==> src/rtl/vga_timing_ctrl.sv <==
// VGA timing generator with pixel-RAM addressing, frame-synchronous mode selection and
// sideband delay matched to the pixel source read latency (counter-to-output = RD_LAT+2).
module vga_timing_ctrl #(
    parameter int H_ACTIVE = 640,
    parameter int H_FP     = 16,
    parameter int H_SYNC   = 96,
    parameter int H_BP     = 48,
    parameter int V_ACTIVE = 480,
    parameter int V_FP     = 10,
    parameter int V_SYNC   = 2,
    parameter int V_BP     = 33,
    parameter int HS_POL   = 0,
    parameter int VS_POL   = 0,
    parameter int CW       = 4,
    parameter int RD_LAT   = 1
) (
    input  logic                        vga_clk,
    input  logic                        rst,
    input  logic [1:0]                  mode_in,
    input  logic [3*CW-1:0]             fill_color,
    input  logic [3*CW-1:0]             d_in,
    output logic [$clog2(V_ACTIVE)-1:0] row_addr,
    output logic [$clog2(H_ACTIVE)-1:0] col_addr,
    output logic                        rdn,
    output logic [CW-1:0]               r,
    output logic [CW-1:0]               g,
    output logic [CW-1:0]               b,
    output logic                        hs,
    output logic                        vs,
    output logic                        de,
    output logic                        frame_start
);

    localparam int H_TOTAL = H_SYNC + H_BP + H_ACTIVE + H_FP;
    localparam int V_TOTAL = V_SYNC + V_BP + V_ACTIVE + V_FP;
    localparam int HW      = $clog2(H_TOTAL);
    localparam int VW      = $clog2(V_TOTAL);
    localparam int CAW     = $clog2(H_ACTIVE);
    localparam int RAW     = $clog2(V_ACTIVE);
    localparam int H_START = H_SYNC + H_BP;
    localparam int H_END   = H_START + H_ACTIVE;
    localparam int V_START = V_SYNC + V_BP;
    localparam int V_END   = V_START + V_ACTIVE;
    localparam int BAR_W   = (H_ACTIVE >= 8) ? H_ACTIVE / 8 : 1;
    localparam logic HS_ON = 1'(HS_POL);
    localparam logic VS_ON = 1'(VS_POL);

    typedef struct packed {
        logic [1:0] mode;
        logic [2:0] bar;
        logic       fs;
        logic       act;
        logic       vs;
        logic       hs;
    } sb_t;

    localparam sb_t SB_RST = '{mode: 2'b00, bar: 3'd0, fs: 1'b0, act: 1'b0,
                               vs: ~VS_ON, hs: ~HS_ON};

    logic [HW-1:0]   r_hCount;
    logic [VW-1:0]   r_vCount;
    logic [1:0]      r_mode;
    logic [CAW-1:0]  r_colAddr;
    logic [RAW-1:0]  r_rowAddr;
    logic            r_rdn;
    sb_t             r_sbPipe [RD_LAT+1];
    logic [3*CW-1:0] r_rgb;
    logic            r_hs;
    logic            r_vs;
    logic            r_de;
    logic            r_fs;

    logic            w_hLast;
    logic            w_vLast;
    int              w_hInt;
    int              w_vInt;
    logic            w_act;
    logic [CAW-1:0]  w_col;
    logic [RAW-1:0]  w_row;
    sb_t             w_sb0;
    sb_t             w_sbOut;
    logic [3*CW-1:0] w_rgb;

    assign w_hLast = (r_hCount == HW'(H_TOTAL - 1));
    assign w_vLast = (r_vCount == VW'(V_TOTAL - 1));

    // Mode only changes on the last clock of a frame so a frame is never split between modes.
    always_ff @(posedge vga_clk or posedge rst) begin
        if (rst) begin
            r_hCount <= '0;
            r_vCount <= '0;
            r_mode   <= 2'b00;
        end else if (w_hLast) begin
            r_hCount <= '0;
            if (w_vLast) begin
                r_vCount <= '0;
                r_mode   <= mode_in;
            end else begin
                r_vCount <= r_vCount + 1'b1;
            end
        end else begin
            r_hCount <= r_hCount + 1'b1;
        end
    end

    always_comb begin
        w_hInt     = int'(r_hCount);
        w_vInt     = int'(r_vCount);
        w_act      = (w_hInt >= H_START) && (w_hInt < H_END) &&
                     (w_vInt >= V_START) && (w_vInt < V_END);
        w_col      = w_act ? CAW'(w_hInt - H_START) : '0;
        w_row      = w_act ? RAW'(w_vInt - V_START) : '0;
        w_sb0      = SB_RST;
        w_sb0.hs   = (w_hInt < H_SYNC) ? HS_ON : ~HS_ON;
        w_sb0.vs   = (w_vInt < V_SYNC) ? VS_ON : ~VS_ON;
        w_sb0.act  = w_act;
        w_sb0.mode = r_mode;
        w_sb0.fs   = w_act && (w_hInt == H_START) && (w_vInt == V_START);
        w_sb0.bar  = w_act ? 3'((w_hInt - H_START) / BAR_W) : 3'd0;
    end

    // Sideband rides alongside the RAM read so it lands on the same edge that samples d_in.
    always_ff @(posedge vga_clk or posedge rst) begin
        if (rst) begin
            r_colAddr <= '0;
            r_rowAddr <= '0;
            r_rdn     <= 1'b1;
            for (int i = 0; i <= RD_LAT; i++) begin
                r_sbPipe[i] <= SB_RST;
            end
        end else begin
            r_colAddr   <= w_col;
            r_rowAddr   <= w_row;
            r_rdn       <= ~(w_act && (r_mode == 2'b00));
            r_sbPipe[0] <= w_sb0;
            for (int i = 1; i <= RD_LAT; i++) begin
                r_sbPipe[i] <= r_sbPipe[i-1];
            end
        end
    end

    assign w_sbOut = r_sbPipe[RD_LAT];

    // Bar order white..black falls out of inverting bar-index bits: r=~b1, g=~b2, b=~b0.
    always_comb begin
        w_rgb = '0;
        if (w_sbOut.act) begin
            case (w_sbOut.mode)
                2'b00:   w_rgb = d_in;
                2'b01:   w_rgb = {{CW{~w_sbOut.bar[1]}}, {CW{~w_sbOut.bar[2]}},
                                  {CW{~w_sbOut.bar[0]}}};
                2'b10:   w_rgb = fill_color;
                default: w_rgb = '0;
            endcase
        end
    end

    always_ff @(posedge vga_clk or posedge rst) begin
        if (rst) begin
            r_rgb <= '0;
            r_hs  <= ~HS_ON;
            r_vs  <= ~VS_ON;
            r_de  <= 1'b0;
            r_fs  <= 1'b0;
        end else begin
            r_rgb <= w_rgb;
            r_hs  <= w_sbOut.hs;
            r_vs  <= w_sbOut.vs;
            r_de  <= w_sbOut.act;
            r_fs  <= w_sbOut.fs;
        end
    end

    assign row_addr    = r_rowAddr;
    assign col_addr    = r_colAddr;
    assign rdn         = r_rdn;
    assign r           = r_rgb[3*CW-1:2*CW];
    assign g           = r_rgb[2*CW-1:CW];
    assign b           = r_rgb[CW-1:0];
    assign hs          = r_hs;
    assign vs          = r_vs;
    assign de          = r_de;
    assign frame_start = r_fs;

endmodule

==> config.mk <==
export PLATFORM = sky130hd
export DESIGN_NAME = vga_timing_ctrl
export DESIGN_NICKNAME = d
export VERILOG_FILES = /design/src/rtl/vga_timing_ctrl.sv
export SDC_FILE = /design/constraint.sdc
export NUM_CORES = 1
export LEC_CHECK = 0
export BUFFER_PORTS_ARGS = -buffer_cell sky130_fd_sc_hd__buf_2
export CORE_ASPECT_RATIO = 0.6
export CORE_MARGIN = 5
export CORE_UTILIZATION = 50
export CTS_CLUSTER_SIZE = 28
export DETAILED_ROUTE_END_ITERATION = 6
export PLACE_DENSITY = 0.77
export SKIP_CTS_REPAIR_TIMING = 1
export SLEW_MARGIN = 20
export SYNTH_ARGS = -nofsm -noshare
export SYNTH_HDL_FRONTEND = slang
export SYNTH_SLANG_ARGS = --single-unit
==> constraint.sdc <==
create_clock -name vga_clk -period 9.1 [get_ports vga_clk]
set_input_delay 2.73 -clock vga_clk [delete_from_list [all_inputs] [get_ports vga_clk]]
set_output_delay 2.73 -clock vga_clk [all_outputs]
set_load 0.03 [all_outputs]
* Word-level counts from Yosys, hierarchy flattened
Index checks and enable logic that the tools add are counted.
** Word-level totals
- Flip-flop bits (word level) :: 76
- Input bits :: 28
- Output and inout port bits :: 36
- Word-level logic and storage cells :: 62
** Operators by class
- Add/sub/neg operators :: 4
- Div/mod/pow operators :: 1
- Order comparisons :: 6
- Eq/ne operators :: 6
- Multiplexer cells :: 9
- Bitwise logic cells :: 4
- Reductions and logical operators :: 9
** Operator list (count)
- one-hot mux 12 bit (3 select lines) :: 1
- divider 32 x 8 -> 32 bit, second input constant :: 1
- 2-to-1 mux 10 bit :: 3
- adder 10 x 1 -> 10 bit, second input constant :: 2
- == test 10 bit, second input constant :: 2
- < comparator 10 bit, second input constant :: 2
- 2-to-1 mux 12 bit :: 1
- subtractor 10 x 8 -> 11 bit, second input constant :: 1
- == test 10 x 7 -> 1 bit, second input constant :: 1
- == test 10 x 9 -> 1 bit, second input constant :: 1
- >= comparator 10 x 6 -> 1 bit, second input constant :: 1
- >= comparator 10 x 8 -> 1 bit, second input constant :: 1
- < comparator 10 x 2 -> 1 bit, second input constant :: 1
- < comparator 10 x 7 -> 1 bit, second input constant :: 1
- 2-to-1 mux 9 bit :: 1
- subtractor 9 x 6 -> 9 bit, second input constant :: 1
- logical AND 1 bit :: 6
- logical NOT 2 bit :: 2
- NOT 1 bit :: 4
- 2-to-1 mux 3 bit :: 1
- == test 2 x 1 -> 1 bit, second input constant :: 1
- == test 2 bit, second input constant :: 1
- 2-to-1 mux 1 bit :: 2
- AND reduction 2 bit :: 1

* Depth between registers and ports, before layout
- Depth after elaboration :: 6
- Gate-level depth with buffers :: 17
- Gate-level depth less buffers :: 13

* Worst setup path before layout
No wires, ideal clock.
- Kind :: flip-flop to output port
- From :: register r_hs (netlist: hs)
- To :: output hs
- Data arrival time :: 0.588 ns
- Required time :: 6.370 ns
- Path slack :: 5.782 ns
- Cell stages (with the launch flop) :: 1
- Path buffers :: 0
- Cells stage by stage :: dfstp_2
** RTL lines
- start, declared :: line 68 : logic r_hs;
- start signal, assigned :: line 161 : r_hs <= ~HS_ON;
- start signal, assigned :: line 167 : r_hs <= w_sbOut.hs;
- end, declared :: line 28 : output logic hs,
No word-level cell between the ends.

* Worst setup path after layout
- From :: register r_rdn (netlist: rdn)
- To :: output rdn
** RTL lines
- start, declared :: line 65 : logic r_rdn;
- start signal, assigned :: line 134 : r_rdn <= ~(w_act && (r_mode == 2'b00));
- end, declared :: line 24 : output logic rdn,
No word-level cell between the ends.

==> impl_results.md <==
* Status: completed
* DRC violations left at 0
* Worst setup EP type: primary output
* Worst EP required at 6.37 ns
* Total Wirelength at 8516 µm
* Non-filler cells, final at 535
* CP arrival at a little over 1 ns
* Syn Nets at 411
* Max Slew Vio Count at 0
* CP max stage delay at 0.51 ns
* Hold Path Sink: r_sbPipe[7]$_DFF_PP0_
* Peak VDD IR at 0.0001086 V
* DIE AREA at ~9500 µm²
* Crit Path Max Fanout at 1
* Synth Cell Area at approximately 3800 µm²
* RR Endpoint: r_sbPipe[14]$_DFF_PP0_
* Cells on Worst Hold Path at 0
* CP cell instances: buf_2
* Slowest-stage cell, CP: dfstp_2
* Proportion of layout cells with a drive suffix above 1 at between 20% and 30%
* FF-to-FF Start: r_hCount[4]$_DFF_PP0_
* H-Tree Depth at 3
* PwrDens at roughly 150 nW/µm²
* RSZ-0062 raised after global routing: false
* Setup Slack @ Placement at 5.396 ns
* Final hold viol count at 0
* Site Rows at 24
* Yosys cell types at 65
* Fmax achieved at 266.2 MHz
* R2R depth at 11
* Total Nets Final at around 460
* Slew headroom at 38.22%
* Part of the cycle the worst path needs at 41.28%
* Residual overflow from global routing at 0
* Total of max-cap violations at 0
* PnR Total Power at 0.6747 mW
* Post-synth EDFFs at 0
* Core area at 7297 µm²
* First-pass GRT wire length at around 14000 µm
* CTS tree: done
* Die width at 122.3 µm
* CTS Root Cell: clkbuf_16
* PnR worst setup slack at 5.343 ns
* Buf/Inv on CP at 1
* R2R setup slack at ~5.4 ns
* Setup_tns at 0 ns
* GRT Util Overall at a little under a fifth
* Drt initial violations at roughly 340
* Largest net degree at the start of global routing at 77
* Leak pwr at 2.227 nW
* Clock sink count at 76
* Critical path type: reg2out
* Vias at 2952
* Crit path time final at 3.757 ns
* Clock slew at reported path FFs at 0.05 ns
* Ys Warns at 0
* DPL Wire Length at between 5000 and 6000 µm
* Drt first pass iters at 4
* Post-synth top flop: dfrtp_1
* Seq/Total Area, Yosys at 50.51%
* Die Ht at 77.37 µm
* Async SR Flop Fraction at 100.0%
* Setup violators final at 0
* CP top delay family: flip-flops
* I/O Pins at 64
* Startpoint Class: register
* Initial antenna violation count at 0
* Clk_skew at between 0.005 and 0.006 ns
* Routed Antenna Nets at 0
* IO buf count at 63
* Routability cong. at 0.9057
* WL/cell at 15.92 µm
* Cells after Synth at 374
* Least-Margin Pin Slew at roughly 0.93 ns
* Dpl cells at between 500 and 600
* Initial Utilization at 51.83%
* Worst-Skew Late Latency at 0.34 ns
* Antenna Cells at 0
* CTS buffer count at 9
* Beginning of the worst hold path: r_sbPipe[16]$_DFF_PP0_
* Vias in the first global route at around 2900
* Synthesized flop and latch total at 76
* Hold Crit Class: reg2reg
* Mean Syn Cell Area at 10.11 µm²
* Area Growth Syn to Fin at 16.61%
* Vias per Instance at about 5.5
* CTS Buffer Depth at 2
==> logic make-up after synthesis <==
kind of cell,synth area share [%]
muxes,4.036
adders and majority gates,2.977
xor gates and xnor gates,5.690
AOI/OAI and AO/OA,13.33
DFF,50.51
buffers and inverters,3.969
and+or+nand+nor,19.48
==> Yosys cell counts (3+ instances only) <==
cell type / n / area (µm²)
dfrtp_1: 69 / 1727
nor2_1: 54 / 202.7
nand2_1: 30 / 112.6
clkbuf_1: 16 / 60.06
inv_1: 13 / 48.80
mux2i_1: 13 / 130.1
xnor2_1: 13 / 113.9
o21a_1: 12 / 90.09
a21oi_1: 10 / 50.05
and3_1: 9 / 56.30
ha_1: 9 / 112.6
o21ai_0: 9 / 45.04
xor2_1: 9 / 78.83
nand3_1: 8 / 40.04
nor3_1: 8 / 40.04
dfstp_2: 7 / 183.9
and2_1: 4 / 25.02
buf_1: 4 / 15.01
nand2b_1: 4 / 25.02
nand4_1: 4 / 25.02
nor4_1: 4 / 25.02
a221oi_1: 3 / 26.28
buf_2: 3 / 15.01
nor3_2: 3 / 30.03
==> report_power, final <==
part / switching, mW / total, mW / leakage [nW] / internal (mW)
logic: 0.00915 / 0.0149 / 1.08 / 0.00571
clock network: 0.130 / 0.322 / 0.127 / 0.192
registers: 0 / 0.338 / 1.02 / 0.338
total: 0.139 / 0.675 / 2.23 / 0.536
==> worst max path at each step <==
stage	to	cells after the start	slack (ns)	start
2_1_floorplan	col_addr[0]$_DFF_PP0_	1	4.44	rst
6_report	rdn	1	5.34	rdn$_DFF_PP1_
3_5_place_dp	r_vCount[4]$_DFFE_PP0N_	3	5.40	rst
3_3_place_gp	r_vCount[6]$_DFFE_PP0N_	3	5.43	rst
5_1_grt	r_sbPipe[14]$_DFF_PP0_	11	5.00	r_hCount[4]$_DFF_PP0_
4_1_cts	rdn	1	5.33	rdn$_DFF_PP1_
==> layer usage <==
metal	track usage (%)	vias up	wire (µm)
met2	26.52	108	3643
met5	0	-	0
met3	6.468	5	697
met1	28.04	1427	4124
met4	5.475	0	51
li1	-	1412	-
==> placed cells by master (no fill, tap or decap), types with 3 or more instances in the layout <==
cell type	instances
clkbuf_1	4
nand3_1	8
dfstp_2	7
xor2_1	9
a221oi_1	3
buf_2	63
nand2b_1	4
inv_1	12
o21ai_0	9
mux2i_1	13
nor2_1	53
nand4_1	4
nor3_2	3
xnor2_1	13
and2_1	4
o21a_1	12
ha_1	9
and3_1	9
dfrtp_1	69
nand2_1	30
nor4_1	4
clkbuf_16	9
nor3_1	8
a21oi_1	10
==> registers in the layout, indices dropped and copies added, names as in the netlist <==
signal,count
r_sbPipe,18
r_rgb,12
col_addr,10
r_hCount,10
r_vCount,10
row_addr,9
r_mode,2
de,1
frame_start,1
hs,1
rdn,1
vs,1
==> metrics by stage <==
step           area (µm²)  hold WS, ns  utilization, %
2_1_floorplan        3782       0.3312               -
3_3_place_gp         4141       0.3315           56.76
3_5_place_dp         4141       0.3347           56.76
4_1_cts              4408       0.3454           60.41
5_1_grt              4410       0.3536           60.44
6_report             4410       0.3427           60.44
==> final cells by class <==
class	instances	area, µm²
inverter	13	48.80
multi-input combinational	261	1724
clock buffer	14	254.0
clock inverter	2	12.51
fill	645	2887
tap	104	130.1
timing repair buffer	65	330.3
sequential	76	1911
Power figures use the tool's default switching activity.
